**config.mk**
```make
export PLATFORM = sky130hd
export DESIGN_NAME = pe_stack_bus_upstream_tx
export DESIGN_NICKNAME = d
export VERILOG_FILES = /design/src/rtl/pe_stack_bus_upstream_tx_pkg.sv /design/src/rtl/pe_stack_bus_upstream_fifo.sv /design/src/rtl/pe_stack_bus_upstream_tx.sv
export SDC_FILE = /design/constraint.sdc
export NUM_CORES = 1
export LEC_CHECK = 0
export BUFFER_PORTS_ARGS = -buffer_cell sky130_fd_sc_hd__buf_4
export CAP_MARGIN = 20
export CORE_MARGIN = 3
export CORE_UTILIZATION = 34
export CTS_BUF_LIST = sky130_fd_sc_hd__clkbuf_4
export DETAILED_ROUTE_END_ITERATION = 8
export GPL_TIMING_DRIVEN = 0
export PLACE_DENSITY_LB_ADDON = 0.2
export SETUP_SLACK_MARGIN = 0.5
export SYNTH_ARGS = -nofsm -noshare
export SYNTH_HDL_FRONTEND = slang
export SYNTH_SLANG_ARGS = --single-unit
```
**constraint.sdc**
```tcl
create_clock -name clk -period 7.8 [get_ports clk]
set_input_delay 0 -clock clk [delete_from_list [all_inputs] [get_ports clk]]
set_output_delay 0 -clock clk [all_outputs]
set_load 0.01 [all_outputs]
```
**src/rtl/pe_stack_bus_upstream_tx_pkg.sv**
```systemverilog
// Shared definitions for the PE-side upstream stack-bus transmitter.
// Latency: n/a (types, constants and a header-packing helper only).
// Backpressure: n/a.
package pe_stack_bus_upstream_tx_pkg;

  // Default bus payload width; the header occupies the low 32 bits.
  localparam int STUP_DATA_WIDTH = 32;

  // Beat framing encodings, shared by the core side and the bus side.
  typedef enum logic [1:0] {
    CNTL_SOM = 2'd0,  // single-beat packet
    CNTL_SOP = 2'd1,
    CNTL_MOP = 2'd2,
    CNTL_EOP = 2'd3
  } cntl_e;

  // Header beat field positions.
  localparam int HDR_PE_ID_LSB = 24;
  localparam int HDR_LEN_LSB   = 16;

  // Transmit FSM states.
  typedef enum logic [1:0] {
    ST_IDLE = 2'd0,
    ST_HDR  = 2'd1,
    ST_PAY  = 2'd2
  } tx_state_e;

  // Builds the 32-bit header word: PE_ID in [31:24], payload beat count in [23:16].
  function automatic logic [31:0] make_hdr(input logic [7:0] pe_id, input logic [7:0] len);
    logic [31:0] hdr;
    hdr = '0;
    hdr[HDR_PE_ID_LSB +: 8] = pe_id;
    hdr[HDR_LEN_LSB +: 8]   = len;
    return hdr;
  endfunction

endpackage

```
**src/rtl/pe_stack_bus_upstream_fifo.sv**
```systemverilog
// Generic synchronous FIFO with full/empty/occupancy count; DEPTH must be a power of 2.
// Latency: a pushed word is visible at pop_dat_o the cycle after the push edge.
// Backpressure: push ignored when full, pop ignored when empty; full is registered, no pop-through.
// Ports: clk_i, reset_i (sync, active-high), push_i/push_dat_i, pop_i/pop_dat_o, full_o, empty_o, count_o.
module pe_stack_bus_upstream_fifo #(
  parameter int WIDTH = 32,
  parameter int DEPTH = 16
) (
  input  logic                     clk_i,
  input  logic                     reset_i,
  input  logic                     push_i,
  input  logic [WIDTH-1:0]         push_dat_i,
  input  logic                     pop_i,
  output logic [WIDTH-1:0]         pop_dat_o,
  output logic                     full_o,
  output logic                     empty_o,
  output logic [$clog2(DEPTH):0]   count_o
);

  localparam int AW = $clog2(DEPTH);
  localparam logic [AW:0] FULL_CNT = (AW+1)'(DEPTH);

  logic [WIDTH-1:0] mem_q [DEPTH];
  logic [AW-1:0]    wr_ptr_q, wr_ptr_d;
  logic [AW-1:0]    rd_ptr_q, rd_ptr_d;
  logic [AW:0]      count_q, count_d;
  logic             do_push, do_pop;

  assign full_o    = (count_q == FULL_CNT);
  assign empty_o   = (count_q == '0);
  assign count_o   = count_q;
  assign pop_dat_o = mem_q[rd_ptr_q];

  assign do_push = push_i && !full_o;
  assign do_pop  = pop_i && !empty_o;

  always_comb begin
    wr_ptr_d = wr_ptr_q;
    rd_ptr_d = rd_ptr_q;
    count_d  = count_q;
    if (do_push) wr_ptr_d = wr_ptr_q + AW'(1);
    if (do_pop)  rd_ptr_d = rd_ptr_q + AW'(1);
    // Simultaneous push and pop leaves the occupancy unchanged.
    if (do_push && !do_pop)      count_d = count_q + (AW+1)'(1);
    else if (do_pop && !do_push) count_d = count_q - (AW+1)'(1);
  end

  always_ff @(posedge clk_i) begin
    if (reset_i) begin
      wr_ptr_q <= '0;
      rd_ptr_q <= '0;
      count_q  <= '0;
    end else begin
      wr_ptr_q <= wr_ptr_d;
      rd_ptr_q <= rd_ptr_d;
      count_q  <= count_d;
    end
  end

  // Storage needs no reset; the pointers define which entries are valid.
  always_ff @(posedge clk_i) begin
    if (do_push) mem_q[wr_ptr_q] <= push_dat_i;
  end

endmodule

```
**src/rtl/pe_stack_bus_upstream_tx.sv**
```systemverilog
// PE-side upstream stack-bus transmitter: frames core beats into packets, prepends a PE_ID/length header.
// Latency: core EOP/SOM accepted at edge N -> header valid the cycle after edge N when the FSM is idle.
// Backpressure: core ready = !data_fifo_full && !len_queue_full (registered); bus outputs hold until ready.
// Ports: clk, reset_poweron (sync, active-high); core side pe__stUp__{valid,cntl,data} / stUp__pe__ready;
//        bus side pe__sys__stUp__{valid,cntl,data} / sys__pe__stUp__ready;
//        status stUp__pe__framing_error (sticky), stUp__pe__pkts_sent (wrapping packet count).
// Constraints: DATA_WIDTH >= 32, FIFO_DEPTH power of 2, MAX_PKT_BEATS <= FIFO_DEPTH and <= 255.
module pe_stack_bus_upstream_tx
  import pe_stack_bus_upstream_tx_pkg::*;
#(
  parameter int PE_ID         = 0,
  parameter int DATA_WIDTH    = STUP_DATA_WIDTH,
  parameter int FIFO_DEPTH    = 16,
  parameter int MAX_PKT_BEATS = 16
) (
  input  logic                  clk,
  input  logic                  reset_poweron,
  input  logic                  pe__stUp__valid,
  input  logic [1:0]            pe__stUp__cntl,
  input  logic [DATA_WIDTH-1:0] pe__stUp__data,
  output logic                  stUp__pe__ready,
  output logic                  pe__sys__stUp__valid,
  output logic [1:0]            pe__sys__stUp__cntl,
  output logic [DATA_WIDTH-1:0] pe__sys__stUp__data,
  input  logic                  sys__pe__stUp__ready,
  output logic                  stUp__pe__framing_error,
  output logic [15:0]           stUp__pe__pkts_sent
);

  localparam int          CW      = $clog2(FIFO_DEPTH) + 1;
  localparam logic [7:0]  MAX_LEN = 8'(MAX_PKT_BEATS);

  // ---------------------------------------------------------------------------
  // Buffers: payload data, and one length entry per closed packet.
  // ---------------------------------------------------------------------------
  logic                  data_push, data_pop, data_full, data_empty;
  logic [DATA_WIDTH-1:0] data_head;
  logic [CW-1:0]         data_count;
  logic                  lenq_push, lenq_pop, lenq_full, lenq_empty;
  logic [7:0]            lenq_head;
  logic [CW-1:0]         lenq_count;
  logic                  unused_counts;

  assign unused_counts = ^{data_count, lenq_count};

  // ---------------------------------------------------------------------------
  // Input framer
  // ---------------------------------------------------------------------------
  logic       in_pkt_q, in_pkt_d;
  logic [7:0] len_q, len_d;
  logic       drop_q, drop_d;
  logic       ferr_q, ferr_d;
  logic       accept, is_start, illegal;
  logic       close_pkt;
  logic [7:0] next_len;

  assign stUp__pe__ready = !data_full && !lenq_full;
  assign accept          = pe__stUp__valid && stUp__pe__ready;
  assign is_start        = (pe__stUp__cntl == CNTL_SOM) || (pe__stUp__cntl == CNTL_SOP);
  // Start codes are only legal outside a packet, continuation codes only inside.
  assign illegal         = in_pkt_q ? is_start : !is_start;
  assign next_len        = in_pkt_q ? (len_q + 8'd1) : 8'd1;

  always_comb begin
    in_pkt_d  = in_pkt_q;
    len_d     = len_q;
    drop_d    = drop_q;
    ferr_d    = ferr_q;
    data_push = 1'b0;
    close_pkt = 1'b0;
    if (accept) begin
      if (drop_q) begin
        // Discarding the tail of a truncated packet, through its EOP.
        if (pe__stUp__cntl == CNTL_EOP) drop_d = 1'b0;
      end else if (illegal) begin
        ferr_d = 1'b1;
      end else begin
        data_push = 1'b1;
        if ((pe__stUp__cntl == CNTL_SOM) || (pe__stUp__cntl == CNTL_EOP)) begin
          close_pkt = 1'b1;
          in_pkt_d  = 1'b0;
        end else if (next_len == MAX_LEN) begin
          // Oversized packet: this beat becomes the last one sent.
          close_pkt = 1'b1;
          in_pkt_d  = 1'b0;
          ferr_d    = 1'b1;
          drop_d    = 1'b1;
        end else begin
          in_pkt_d = 1'b1;
          len_d    = next_len;
        end
      end
    end
  end

  always_ff @(posedge clk) begin
    if (reset_poweron) begin
      in_pkt_q <= 1'b0;
      len_q    <= '0;
      drop_q   <= 1'b0;
      ferr_q   <= 1'b0;
    end else begin
      in_pkt_q <= in_pkt_d;
      len_q    <= len_d;
      drop_q   <= drop_d;
      ferr_q   <= ferr_d;
    end
  end

  // ---------------------------------------------------------------------------
  // Transmit FSM
  // ---------------------------------------------------------------------------
  tx_state_e   state_q, state_d;
  logic [7:0]  tx_len_q, tx_len_d;
  logic [7:0]  rem_q, rem_d;
  logic [15:0] pkts_q, pkts_d;
  logic        bus_hs, last_hs, load_next, bypass;

  assign bus_hs    = pe__sys__stUp__valid && sys__pe__stUp__ready;
  assign last_hs   = (state_q == ST_PAY) && bus_hs && (rem_q == 8'd1);
  // Points where the FSM may pick up the next packet: idle, or right after an EOP handshake.
  assign load_next = (state_q == ST_IDLE) || last_hs;
  assign lenq_pop  = load_next && !lenq_empty;
  // A packet closing while nothing else is queued skips the length queue, saving a cycle.
  assign bypass    = load_next && lenq_empty && close_pkt;
  assign lenq_push = close_pkt && !bypass;
  assign data_pop  = (state_q == ST_PAY) && bus_hs && !data_empty;

  // State register
  always_ff @(posedge clk) begin
    if (reset_poweron) begin
      state_q  <= ST_IDLE;
      tx_len_q <= '0;
      rem_q    <= '0;
      pkts_q   <= '0;
    end else begin
      state_q  <= state_d;
      tx_len_q <= tx_len_d;
      rem_q    <= rem_d;
      pkts_q   <= pkts_d;
    end
  end

  // Next-state logic
  always_comb begin
    state_d  = state_q;
    tx_len_d = tx_len_q;
    rem_d    = rem_q;
    pkts_d   = pkts_q;
    case (state_q)
      ST_IDLE: ;
      ST_HDR: begin
        if (sys__pe__stUp__ready) begin
          state_d = ST_PAY;
          rem_d   = tx_len_q;
        end
      end
      ST_PAY: begin
        if (sys__pe__stUp__ready) begin
          rem_d = rem_q - 8'd1;
          if (rem_q == 8'd1) begin
            pkts_d  = pkts_q + 16'd1;
            state_d = ST_IDLE;
          end
        end
      end
      default: state_d = ST_IDLE;
    endcase
    if (lenq_pop) begin
      state_d  = ST_HDR;
      tx_len_d = lenq_head;
    end else if (bypass) begin
      state_d  = ST_HDR;
      tx_len_d = next_len;
    end
  end

  // Output logic: pure function of registered state, so the bus holds steady under backpressure.
  always_comb begin
    pe__sys__stUp__valid = 1'b0;
    pe__sys__stUp__cntl  = CNTL_SOM;
    pe__sys__stUp__data  = '0;
    case (state_q)
      ST_HDR: begin
        pe__sys__stUp__valid = 1'b1;
        pe__sys__stUp__cntl  = CNTL_SOP;
        pe__sys__stUp__data  = DATA_WIDTH'(make_hdr(8'(PE_ID), tx_len_q));
      end
      ST_PAY: begin
        pe__sys__stUp__valid = 1'b1;
        pe__sys__stUp__cntl  = (rem_q == 8'd1) ? CNTL_EOP : CNTL_MOP;
        pe__sys__stUp__data  = data_head;
      end
      default: ;
    endcase
  end

  assign stUp__pe__framing_error = ferr_q;
  assign stUp__pe__pkts_sent     = pkts_q;

  pe_stack_bus_upstream_fifo #(
    .WIDTH (DATA_WIDTH),
    .DEPTH (FIFO_DEPTH)
  ) u_data_fifo (
    .clk_i      (clk),
    .reset_i    (reset_poweron),
    .push_i     (data_push),
    .push_dat_i (pe__stUp__data),
    .pop_i      (data_pop),
    .pop_dat_o  (data_head),
    .full_o     (data_full),
    .empty_o    (data_empty),
    .count_o    (data_count)
  );

  pe_stack_bus_upstream_fifo #(
    .WIDTH (8),
    .DEPTH (FIFO_DEPTH)
  ) u_len_fifo (
    .clk_i      (clk),
    .reset_i    (reset_poweron),
    .push_i     (lenq_push),
    .push_dat_i (next_len),
    .pop_i      (lenq_pop),
    .pop_dat_o  (lenq_head),
    .full_o     (lenq_full),
    .empty_o    (lenq_empty),
    .count_o    (lenq_count)
  );

endmodule

```
==> metrics.cfg, run 1 <==
[outcome]
outcome = finished clean

[synth]
async_flop_share_pct = 0
synth_cell_types = 65
ys_ff_latch = 719
syn_area_um2 = 28600
synth_seq_area_share_pct = 72.6
avgSynthCellArea_um2 = 19.6
syn_nets = 1531
synth_warnings = 0
synth_cells = 1462
synth-main-ff-cell = edfxtp_1
synth_edf_count = 640

[worst_setup_path]
cp.depth = 6
r2r-end = u_len_fifo.count_o[4]
cp_top_family = buffers and inverters
end_kind = primary output
cp-start-kind = register
reg2reg_from = in_pkt_q
critPathBufInv = 3
slowest_stage = clkbuf_1
cpPeakStageDelay_ns = 0.86
worstSetupEndpoint = pe__sys__stUp__data[2]
critical_path_class = register to primary output
reg2reg_depth = 16
crit_chain = clkbuf_1 > clkbuf_1 > mux4_2 > mux4_2 > and3_1 > buf_4
cp_max_fo = 10
crit_arrival_ns = 4.20
cp.required_ns = 7.80
reg2reg_slack_ns = 3.72

[timing]
max-slew-margin-rel_pct = 29.3
clock_skew_ns = 0.0902
min_period_over_period_pct = 53.9
hold_viol_final = 0
finalCriticalPeriod_ns = 4.20
tns_ns = 0
rsz0062_at_grt = no
slew_viol_final = 0
final-setup-viol-count = 0
max_freq_mhz = 238
worst_slack_ns = 3.60
worst_pin_slew_ns = 1.06

[worst_hold_path]
hold_class = input pin to register

[finish]
area.growth.synth_to_final_pct = 21.9
seqCellArea_um2 = 20800
fillers = 7451
layout_commonest_cell = edfxtp_1
multi_input_area_um2 = 7540
fin_nets = 1941
stdcell_area_um2 = 34900
drive_gt1_share_pct = 35.0
mostFrequentLayoutCells = 640 x edfxtp_1, 279 x clkbuf_4, 194 x mux4_2
fin_util_pct = 42.2

[clock_network]
cts_buffers = 188
cts_setup_buffers = 0
cts_buffer_depth = 3
cts_root_buf = clkbuf_4
htree_num_levels = 4
cts.reportedPaths.clkPinSlew_ns = 0.06
ctsResizeCount = 0
clk_latency_ns = 1.05
tritoncts = done
cts.sinks = 719

[detailed_routing]
drc = 0
routed_wirelength_um = 72400
via_per_inst = 5.11
drt_iter0_markers = 1074
postRouteAntennaNets = 0
routedWlPerCell_um = 23.4
vias = 15800
first_pass_iters = 5

[global_route]
gr-total-overflow = 0
grt_pass1_wl_um = 106000
grt_pass1_vias = 16400
antenna_found_initial = 8
grt_start_max_net_pins = 23
grt_use_total_pct = 16.8

[floorplan]
num_rows = 105
initial_core_util_pct = 34.6
die_height_um = 296
die_area_um2 = 87700
io_pins = 91
coreArea_um2 = 82800
die_x_um = 296

[power_and_ir_drop]
irDropWorstVdd_v = 0.000127
p_per_area_nw_per_um2 = 253
leakage_nw = 11.3
power_mw = 8.84

[run]
timing.max_cap.violations = 0

[place]
place_area_um2 = 31600
routabilityCongestion = 0.799
io_buffers = 90
dpl.hpwl_um = 47100
dpl_worst_slack_ns = 3.52

cell families (layout without fill, tap and decap cells):
group	count (synthesis)	after routing	synth area share, %
AO/OA/AOI/OAI	104	104	2.71
XOR/XNOR	31	31	0.948
AND/OR/NAND/NOR	254	254	4.55
adder cells (fa/ha/maj)	31	31	1.41
other	0	5	0
flip-flops	719	719	72.6
buffers and inverters	103	654	1.58
multiplexers	220	220	16.2
report_power, final:
| group | internal (mW) | total, mW | switching (mW) |
|---|---|---|---|
| clock network | 1.74 | 3.29 | 1.55 |
| registers | 4.28 | 4.35 | 0.0719 |
| logic | 0.515 | 1.20 | 0.683 |
routing by layer:
layer,up-vias,global-route usage (%),share of wire [%]
met3,126,4.34,6.1
met2,473,27.0,48
li1,6926,-,-
met5,-,0,0.058
met4,6,6.50,2.3
met1,8262,21.9,43
registers in the layout (all words and copies together), names as in the netlist, named ones only:
| register | flops |
|---|---|
| drop_q | 1 |
| in_pkt_q | 1 |
| len_q | 8 |
| rem_q | 8 |
| stUp__pe__framing_error | 1 |
| stUp__pe__pkts_sent | 16 |
| state_q | 2 |
| tx_len_q | 8 |
| u_data_fifo.count_o | 5 |
| u_data_fifo.mem_q | 512 |
| u_data_fifo.rd_ptr_q | 4 |
| u_data_fifo.wr_ptr_q | 4 |
| u_len_fifo.count_o | 5 |
| u_len_fifo.mem_q | 128 |
| u_len_fifo.rd_ptr_q | 4 |
| u_len_fifo.wr_ptr_q | 4 |
worst reg2reg max path, stage by stage (launching register included):
cell and delay [ns]:
dfxtp_1 0.30, buf_2 0.20, nand2_1 0.47, nor3_1 0.29, nand3b_1 0.20, o31ai_2 0.40
nand3_1 0.20, inv_2 0.19, ha_1 0.27, inv_1 0.13, ha_1 0.31, nor2b_1 0.14
o21a_1 0.17, or3_1 0.30, a21oi_1 0.18, xnor2_1 0.13, nor2_1 0.05
synth_stat cells, drive strengths merged (5+ instances only):
| cell | count | area, µm² |
|---|---|---|
| nand2b | 8 | 50.1 |
| or3 | 9 | 56.3 |
| inv | 24 | 90.1 |
| a21oi | 34 | 174 |
| nand2 | 32 | 123 |
| nand4 | 8 | 50.1 |
| xor2 | 19 | 166 |
| nor2b | 10 | 62.6 |
| a211oi | 15 | 113 |
| ha | 29 | 363 |
| mux4 | 194 | 4370 |
| and4b | 5 | 50.1 |
| nand3 | 14 | 70.1 |
| o21ai | 15 | 75.1 |
| and3 | 29 | 181 |
| clkbuf | 46 | 173 |
| dfxtp | 79 | 1580 |
| mux2i | 23 | 230 |
| a221oi | 8 | 120 |
| and2 | 5 | 31.3 |
| nor4b | 5 | 65.1 |
| buf | 33 | 189 |
| edfxtp | 640 | 19200 |
| xnor2 | 12 | 105 |
| nor3 | 13 | 65.1 |
| nor2 | 103 | 387 |
| a32o | 8 | 80.1 |
stage by stage:
| step | cells | hold slack (ns) |
|---|---|---|
| floorplan | 1462 | 0.0989 |
| global placement | 2622 | 0.289 |
| detailed placement | 2670 | 0.303 |
| CTS | 3080 | 0.0146 |
| global route | 3087 | 0.133 |
| finish | 3088 | 0.159 |
how the worst min path moves through the flow:
stage,start,end,slack (ns),cells after the start
floorplan,pe__stUp__data[0],u_data_fifo.mem_q[0][0],0.1,0
global placement,pe__stUp__data[9],u_data_fifo.mem_q[13][9],0.29,1
detailed placement,pe__stUp__data[25],u_data_fifo.mem_q[10][25],0.30,1
CTS,reset_poweron,u_len_fifo.wr_ptr_q[0],0.01,5
global route,reset_poweron,u_len_fifo.wr_ptr_q[0],0.13,5
finish,reset_poweron,u_len_fifo.wr_ptr_q[0],0.16,5
cell type report:
type                       instances  area share, %
sequential                       719           59.6
multi-input combinational        640           21.6
timing repair buffer             220           6.69
clock buffer                     279           6.00
tap                             1070           3.84
buffer                            79           1.04
clock inverter                    52          0.964
inverter                          24          0.258
antenna                            5         0.0358
repair_timing:
item	4_1_cts	5_1_grt
hold buffers	79	0
endpoints found under the hold margin	590	0
setup endpoints to repair	0	0
Note: power is estimated with default switching activity, not from simulation.
==> inputs of run 2 (changes only) <==
==> constraint.sdc (replaced) <==
create_clock -name clk -period 3.41 [get_ports clk]
set_input_delay 0 -clock clk [delete_from_list [all_inputs] [get_ports clk]]
set_output_delay 0 -clock clk [all_outputs]
set_load 0.01 [all_outputs]
==> metrics.cfg, run 2 (synthesis results as in run 1) <==
[detailed_routing]
drt_iter0_markers = 1146
first_pass_iters = 5
postRouteAntennaNets = 0
routedWlPerCell_um = 23.7
routed_wirelength_um = 74600
vias = 16100
via_per_inst = 5.10
drc = 0

[finish]
top_register = u_data_fifo.mem_q
instances_no_fill = 3150
layout_commonest_cell = edfxtp_1
mostFrequentLayoutCells = 640 x edfxtp_1, 289 x clkbuf_4, 194 x mux4_2
fillers = 7300
largest_register_ffs = 512
area.growth.synth_to_final_pct = 27.4
fin_nets = 1996
drive_gt1_share_pct = 41.5

[run]
timing.max_cap.violations = 0

[worst_setup_path]
crit_arrival_ns = 3.30
cp.required_ns = 3.41
reg2reg_depth = 17
cp_max_fo = 9
end_kind = primary output
cp-start-kind = register
critical_path_class = register to primary output

[floorplan]
io_pins = 91
die_height_um = 296
num_rows = 105
die_area_um2 = 87700
initial_core_util_pct = 34.6
die_x_um = 296
coreArea_um2 = 82800

[clock_network]
cts.reportedPaths.clkPinSlew_ns = 0.07
htree_num_levels = 4
cts_buffer_depth = 3
cts_root_buf = clkbuf_4
cts_buffers = 189
tritoncts = done
clk_latency_ns = 1.05
cts.sinks = 719

[global_route]
grt_use_total_pct = 17.2
antenna_found_initial = 5
grt_pass1_wl_um = 109000
gr-total-overflow = 0
grt_start_max_net_pins = 20
grt_pass1_vias = 16600

[power_and_ir_drop]
irDropWorstVdd_v = 0.000296
leakage_nw = 12.0
p_per_area_nw_per_um2 = 566

[timing]
finalCriticalPeriod_ns = 3.30
min_period_over_period_pct = 96.7
slew_viol_final = 0
worst_pin_slew_ns = 1.00
final-setup-viol-count = 0
hold_viol_final = 0
max_freq_mhz = 303
tns_ns = 0
worst_slack_ns = 0.114
clock_skew_ns = 0.0783
rsz0062_at_grt = yes
max-slew-margin-rel_pct = 33.2

[place]
dp.cells = 2665
dpl.hpwl_um = 46800
dpl_worst_slack_ns = -0.606
io_buffers = 90
routabilityCongestion = 0.797

[worst_hold_path]
min_path_cells = 5
hold_class = input pin to register

[outcome]
outcome = finished clean

-- run 2: where the power goes --
part	switching (mW)	total (mW)	internal, mW
combinational	1.71	3.17	1.46
sequential	0.183	9.98	9.79
clock	3.52	7.51	3.99
-- run 2: what timing repair did --
item,4_1_cts,5_1_grt
hold endpoints to repair,590,0
endpoints found under the setup margin,186,143
setup buffers,29,31
gates resized for setup,171,54
hold buffers,77,0
pin swaps,21,37
cloned,3,1
-- run 2: layer usage --
| metal | GRT usage (%) | vias up | share of wire, % |
|---|---|---|---|
| li1 | - | 7075 | - |
| met1 | 23.2 | 8382 | 44 |
| met2 | 27.8 | 500 | 49 |
| met3 | 4.17 | 105 | 6.1 |
| met4 | 5.27 | 0 | 1.7 |
| met5 | 0 | - | 0 |
-- run 2: critical path, stage by stage (launching register included) --
cell       delay (ns)
dfxtp_4          0.40
clkbuf_16        0.20
buf_12           0.15
mux4_2           0.54
mux4_2           0.53
a32o_2           0.30
buf_4            0.15
-- run 2: final timing paths --
kind                                               from                       to  slack, ns
worst max-delay path                           register  pe__sys__stUp__data[23]       0.11
worst min-delay path                      reset_poweron   u_len_fifo.wr_ptr_q[0]       0.17
worst max register to register                 len_q[0]    u_len_fifo.count_o[4]       0.24
worst min register to register  u_data_fifo.rd_ptr_q[3]                 register       0.48
-- run 2: metrics by stage --
stage | util (%) | hold WS (ns) | area [µm²] | power [mW]
after global routing | 44.1 | 0.124 | 36500 | 21.7
final | 44.1 | 0.168 | 36500 | 20.7
after CTS | 43.5 | 0.0632 | 36000 | 20.9
after detailed placement | 38.5 | 0.301 | 31900 | 12.9
after floorplan | - | 0.0989 | 28800 | 11.9
after global placement | 37.2 | 0.290 | 30800 | 12.8
-- run 2: area by class of cell --
class / instances / area [µm²] / share of cell area, %
Inverter: 24 / 105 / 0.288
Tap cell: 1070 / 1340 / 3.67
Buffer: 79 / 739 / 2.03
Timing Repair Buffer: 273 / 2990 / 8.19
Sequential cell: 719 / 20800 / 57.1
Multi-Input combinational cell: 641 / 8010 / 21.9
Clock buffer: 286 / 2150 / 5.88
Antenna cell: 14 / 35.0 / 0.0960
Clock inverter: 44 / 295 / 0.809
